$ cat src/rtl/rmap_wb_arbiter.sv
// rmap_wb_arbiter: two-master round-robin Wishbone arbiter with cycle-granular grants
// and a bus watchdog that injects err to the owner when the slave never answers.
module rmap_wb_arbiter #(
   parameter int BUS_WIDTH = 32,
   parameter int TIMEOUT   = 255
) (
   input  logic                   clk,
   input  logic                   rst,
   input  logic                   m0CycIn,
   input  logic                   m0StbIn,
   input  logic                   m0WeIn,
   input  logic [31:0]            m0AdrIn,
   input  logic [BUS_WIDTH/8-1:0] m0SelIn,
   input  logic [BUS_WIDTH-1:0]   m0DatIn,
   output logic [BUS_WIDTH-1:0]   m0DatOut,
   output logic                   m0AckOut,
   output logic                   m0ErrOut,
   input  logic                   m1CycIn,
   input  logic                   m1StbIn,
   input  logic                   m1WeIn,
   input  logic [31:0]            m1AdrIn,
   input  logic [BUS_WIDTH/8-1:0] m1SelIn,
   input  logic [BUS_WIDTH-1:0]   m1DatIn,
   output logic [BUS_WIDTH-1:0]   m1DatOut,
   output logic                   m1AckOut,
   output logic                   m1ErrOut,
   output logic                   cycOut,
   output logic                   stbOut,
   output logic                   weOut,
   output logic [31:0]            adrOut,
   output logic [BUS_WIDTH/8-1:0] selOut,
   output logic [BUS_WIDTH-1:0]   datOut,
   input  logic [BUS_WIDTH-1:0]   datIn,
   input  logic                   ackIn,
   input  logic                   errIn,
   output logic [1:0]             grant,
   output logic                   timeoutEvent
);
   localparam int CW = TIMEOUT > 0 ? $clog2(TIMEOUT + 1) : 1;

   typedef enum logic [1:0] {IDLE, OWN0, OWN1} state_t;

   state_t          r_state, w_next;
   logic            r_last;
   logic [CW-1:0]   r_cnt;
   logic            r_to;
   logic            w_own0, w_own1, w_own, w_cyc, w_stb, w_fire;

   always_ff @(posedge clk or posedge rst)
      if (rst) r_state <= IDLE;
      else     r_state <= w_next;

   // A tie goes to whichever master did not own the bus last.
   always_comb
      w_next = (r_state == IDLE) ?
               ((m0CycIn && m1CycIn) ? (r_last ? OWN0 : OWN1) :
                m0CycIn ? OWN0 : m1CycIn ? OWN1 : IDLE) :
               (w_cyc ? r_state : IDLE);

   always_comb begin
      w_own0       = r_state == OWN0;
      w_own1       = r_state == OWN1;
      w_own        = w_own0 | w_own1;
      w_cyc        = w_own0 ? m0CycIn : w_own1 & m1CycIn;
      w_stb        = w_own0 ? m0StbIn : w_own1 & m1StbIn;
      w_fire       = TIMEOUT != 0 && w_own && w_cyc && w_stb && !ackIn && !errIn &&
                     !r_to && r_cnt == CW'(TIMEOUT);
      grant        = {w_own1, w_own0};
      cycOut       = w_cyc;
      stbOut       = w_stb & ~r_to;
      weOut        = w_own0 ? m0WeIn : w_own1 & m1WeIn;
      adrOut       = w_own0 ? m0AdrIn : w_own1 ? m1AdrIn : '0;
      selOut       = w_own0 ? m0SelIn : w_own1 ? m1SelIn : '0;
      datOut       = w_own0 ? m0DatIn : w_own1 ? m1DatIn : '0;
      m0AckOut     = w_own0 & ackIn;
      m0ErrOut     = w_own0 & (errIn | r_to);
      m0DatOut     = w_own0 ? datIn : '0;
      m1AckOut     = w_own1 & ackIn;
      m1ErrOut     = w_own1 & (errIn | r_to);
      m1DatOut     = w_own1 ? datIn : '0;
      timeoutEvent = r_to;
   end

   // The injected-err cycle also suppresses stb, so the counter restarts from zero afterwards.
   always_ff @(posedge clk or posedge rst)
      if (rst) begin
         r_last <= 1'b1;
         r_cnt  <= '0;
         r_to   <= 1'b0;
      end else begin
         if (w_own && !w_cyc) r_last <= w_own1;
         r_to  <= w_fire;
         r_cnt <= (!w_own || !w_cyc || !w_stb || ackIn || errIn || r_to || w_fire || TIMEOUT == 0) ?
                  '0 : r_cnt + CW'(1);
      end
endmodule

$ cat config.mk
export PLATFORM = sky130hd
export DESIGN_NAME = rmap_wb_arbiter
export DESIGN_NICKNAME = d
export VERILOG_FILES = /design/src/rtl/rmap_wb_arbiter.sv
export SDC_FILE = /design/constraint.sdc
export NUM_CORES = 1
export LEC_CHECK = 0
export BUFFER_PORTS_ARGS = -buffer_cell sky130_fd_sc_hd__buf_4
export CAP_MARGIN = 40
export CORE_AREA = 2 2 125 127
export DETAILED_ROUTE_END_ITERATION = 8
export DIE_AREA = 0 0 127 129
export SLEW_MARGIN = 10
export SYNTH_ARGS = -nofsm -noshare
export SYNTH_HDL_FRONTEND = slang
export SYNTH_SLANG_ARGS = --single-unit
$ cat constraint.sdc
create_clock -name clk -period 1.63 [get_ports clk]
set_input_delay 0.326 -clock clk [delete_from_list [all_inputs] [get_ports clk]]
set_output_delay 0.326 -clock clk [all_outputs]
set_load 0.1 [all_outputs]
* Yosys cells after proc, flatten, opt, wreduce, memory -nomap -nowiden
Cells that the tools add are included.
** Storage, ports and cells
- Bits in registers :: 12
- Input bits :: 178
- Output and inout port bits :: 142
- Logic and storage cells :: 59
** Cells by class
- $add $sub $neg :: 1
- Equality and inequality tests :: 4
- Multiplexer cells :: 18
- Bitwise logic cells :: 11
- Reductions and logical operators :: 21
** Operators with widths (number)
- $mux W32 :: 6
- $mux W2 :: 6
- $add A8 B1 Y8 const B :: 1
- $and A1 B1 Y1 :: 8
- $eq A8 B8 Y1 const B :: 1
- $logic_and A1 B1 Y1 :: 8
- $mux W4 :: 2
- $mux W8 :: 1
- $logic_not A1 Y1 :: 6
- $logic_or A1 B1 Y1 :: 6
- $mux W1 :: 3
- $eq A2 B1 Y1 const B :: 1
- $eq A2 B2 Y1 const B :: 1
- $logic_not A2 Y1 :: 1
- $ne A2 B1 Y1 const B :: 1
- $or A1 B1 Y1 :: 2
- $not A1 Y1 :: 1

* Longest topological paths before layout
- Depth after elaboration :: 11
- Depth in mapped cells :: 7
- Mapped depth without buffers :: 5

* Least setup slack after synthesis
Ideal clock, no wire load.
- Kind :: reg2out
- Start point :: register r_state[0]
- End point :: output port datOut[25]
- Arrival :: 3.264 ns
- Data required time :: 1.304 ns
- Slack :: -1.960 ns
- Stages on the path, launching flop included :: 7
- Buffers on the path :: 2
- Path through :: dfrtp_1 inv_1 ha_1 buf_2 clkbuf_1 nand2_1 o21ai_0
** Between the ends
- Cells in the longest elaborated chain, start to end :: 3
- Elaborated cells on any way between the ends :: 4
- Classes of those cells :: eq/ne: 2; mux: 2
** RTL lines
- start, declared :: line 43 : state_t r_state, w_next;
- start signal, assigned :: line 51 : else r_state <= w_next;
- $eq A2 B2 Y1 :: line 62 : w_own1 = r_state == OWN1;
- named net w_own1 :: line 47 : logic w_own0, w_own1, w_own, w_cyc, w_stb, w_fire;
- $mux W32 (2 in a row) :: line 74 : datOut = w_own0 ? m0DatIn : w_own1 ? m1DatIn : '0;
- end, declared :: line 32 : output logic [BUS_WIDTH-1:0] datOut,
The timed path passes the listed nets, and every way through them passes these cells.

* Worst setup path in the final report
- Start point :: register r_state[0]
- End point :: output port stbOut
** Between the ends
- Cells in the longest elaborated chain, start to end :: 4
- Elaborated cells on any way between the ends :: 5
- Classes of those cells :: eq/ne: 2; mux: 1; bitwise: 2
** RTL lines
- $eq A2 B2 Y1 :: line 62
- $and A1 B1 Y1 :: line 65 : w_stb = w_own0 ? m0StbIn : w_own1 & m1StbIn;
- $mux W1 * :: line 65
- $and A1 B1 Y1 * :: line 70 : stbOut = w_stb & ~r_to;
- end, declared :: line 28 : output logic stbOut,
Every way passes the cells marked *; elsewhere a longest branch is shown, timed or not.

==> impl_metrics.tcl <==
set metrics [dict create \
    synth_area_per_cell_um2 5.69 \
    cts_max_level 1 \
    fin_area_um2 8790 \
    finalMaxSlewViolations 0 \
    tightestPinTransition_ps 471 \
    multi_input_area_um2 2870 \
    antenna_found_initial 0 \
    path_cells "ha_4 -> buf_12 -> buf_8 -> nand3b_1 -> a21oi_4 -> buf_12" \
    layoutNonFillerInstCount 916 \
    fillers 1139 \
    cts_max_path_buffers 2 \
    vias 4039 \
    grt_usage_pct 16.5 \
    postRouteAntennaNets 0 \
    dieWidth_um 127 \
    rows 45 \
    grt_first_pass_wirelength_mm 21.8 \
    synth_cells 365 \
    ys_ff_latch 12 \
    path_delay_family "buffers and inverters" \
    synthArstFlopShare_pct 100 \
    synth_cell_types 33 \
    start_util_pct 13.9 \
    worstPathArrival_ps 1720 \
    fin_crit_sh_pct 126 \
    slew_headroom_pct 68.6 \
    syn2layout_area_growth_pct 323 \
    crit_path_max_incr_delay_ps 410 \
    cp_slowest_cell "dfrtp_1" \
    fin_setup_tns_ps -45210 \
    first_iter_violations 74 \
    rsz0062_at_grt "true" \
    fin_crit_ps 2050 \
    drt-pass1-iter-count 6 \
    drv_cap 0 \
    drt_wl_total_mm 16.7 \
    cts_hold_buf 0 \
    grt.overflow.total 0 \
    cts-root-buf "clkbuf_16" \
    p_seq_share_pct 2.2 \
    synth_edf_count 0 \
    die-area_um2 16400 \
    dp_hpwl_mm 10.3 \
    status "complete, but fails checks" \
    dp.cells 877 \
    critical_path_class "flip-flop to output pin" \
    vdd_drop_max_mv 0.746 \
    pre_cts_slack_ps -282 \
    cpMostUsedCell "buf_12" \
    final-setup-viol-count 142 \
    p_switching_uw 9260 \
    syn_nets 547 \
    clockPowerShare_pct 2.9 \
    min-delay-path-class "primary input to asynchronous set/reset pin" \
    coreArea_um2 15000 \
    power.share.switching_pct 58.5 \
    clock_skew_ps 0.852 \
    p_leak_uw 0.00377 \
    setup_ws_ps -419 \
    cts_tree "yes" \
    path_buf_inv 3 \
    internal_power_uw 6570 \
    gp_congestion 0.806 \
    ys.flop_type "dfrtp_1" \
    worst_setup_path_start_kind "flip-flop" \
    netlist_area_um2 2080 \
    cts.sink_count 12 \
    hold_viol 0 \
    placed_area_um2 5960 \
    end_kind "output pin" \
    grt_max_degree 34 \
    max_freq_ghz 0.488 \
    ios 320 \
    io_buffers 319 \
    drive_gt1_share_pct 82.6 \
    violations "negative setup slack" \
    powerDensity_nw_per_um2 1800 \
    post_drt_via_cell_ratio 4.41 \
    clk_pin_slew_ps 40 \
    crit_fanout 6 \
    wl_per_cell_um 18.3 \
    yosysSeqAreaShare_pct 14.5 \
    synth_warnings 0 \
    seq_area_um2 303 \
    cts_buffers 3 \
    die_y_um 129 \
    critPathRequiredTime_ps 1300 \
    nNetsFinal 911 \
    p_comb_share_pct 94.9 \
    worstSkewPairLatency_ps 240 \
    drc_errors 0 \
    grt_pass1_vias 4061 \
    diodes 0 \
]
-- timing repair --
item | in CTS | in global routing
endpoints found under the hold margin | 0 | 0
pin swaps | 25 | 34
resized for setup | 451 | 92
buffers inserted | 12 | 12
cloned | 5 | 11
endpoints found under the setup margin | 151 | 153
-- through the flow --
stage	hold slack [ps]	power, uW	util, %
floorplan	190	9130	-
global placement	382	11400	39.8
detailed placement	381	11400	39.8
CTS	129	14900	54.4
global route	155	16200	58.7
finish	103	15800	58.7
-- cell usage in the layout (no fill, tap or decap), types with 9 or more instances in the layout --
master     Yosys  layout
clkbuf_16      0      13
buf_12         0     156
nand2_1      136      90
and2_4         0      66
nand2_4        0       9
dfrtp_1       11      10
o21ai_4        0      68
nand2_2        0      37
buf_4          3     201
buf_8          0       9
-- cell type report --
type,count,share of cell area (%)
repair buffers,390,60.2
inverters,4,0.171
well taps,188,2.68
clock buffers,4,0.897
multi-input cells,318,32.6
flip-flops and latches,12,3.45
-- sequential cells by signal, summed over array words and instances, names as in the netlist --
signal	flops
timeoutEvent	1
r_cnt	8
r_state	2
r_last	1
-- cell families (layout without fill, tap and decap cells) --
family | Yosys count | in the layout | share of synthesized area, %
flops | 12 | 12 | 14.5
fa+ha+maj | 4 | 4 | 2.41
mux | 1 | 1 | 0.542
buf+inv | 36 | 398 | 8.01
compound gates | 83 | 84 | 22.1
xor+xnor | 3 | 3 | 1.27
simple gates | 226 | 226 | 51.1
-- synth_stat cells, types with 2 or more instances --
master    number  area (um^2)
nor3_1         4         20.0
nor3b_1        2         15.0
buf_2         16         80.1
o21a_1         2         15.0
nor2_1         4         15.0
ha_1           4         50.1
nand3_1        5         25.0
and2_1        66          413
a32o_1         2         20.0
a211oi_1       2         15.0
dfrtp_1       11          275
nand2_1      136          510
a21oi_1        2         10.0
clkbuf_1      13         48.8
buf_4          3         22.5
or3_1          2         12.5
o21ai_0       68          340
a22o_1         4         35.0
inv_1          4         15.0
xor2_1         2         17.5
-- final timing paths --
| path | startpoint | slack (ps) | cells after the start | endpoint |
|---|---|---|---|---|
| setup / recovery | r_state[0] | -420 | 6 | stbOut |
| hold / removal | rst | 100 | 2 | r_cnt[7] |
| setup reg to reg | r_state[0] | -30 | 7 | r_last |
| hold reg to reg | r_cnt[0] | 520 | 1 | r_cnt[0] |
| max in group asynchronous | rst | 1180 | 2 | timeoutEvent |
| min in group clk | m0CycIn | 370 | 2 | r_state[0] |
-- per-layer routing --
layer / global-route usage [%] / wire length (um)
met5: 0 / 0
met3: 2.99 / 961
met4: 4.20 / 396
met1: 17.1 / 5690
met2: 33.9 / 9680
-- power groups by stage --
stage / logic, uW / registers [uW] / clock network [uW]
6_report: 15000 / 351 / 455
5_1_grt: 15400 / 354 / 486
3_3_place_gp: 11000 / 354 / 0
3_5_place_dp: 11000 / 354 / 0
2_1_floorplan: 8780 / 351 / 0
4_1_cts: 14100 / 351 / 466
(Power assumes the default switching activity.)
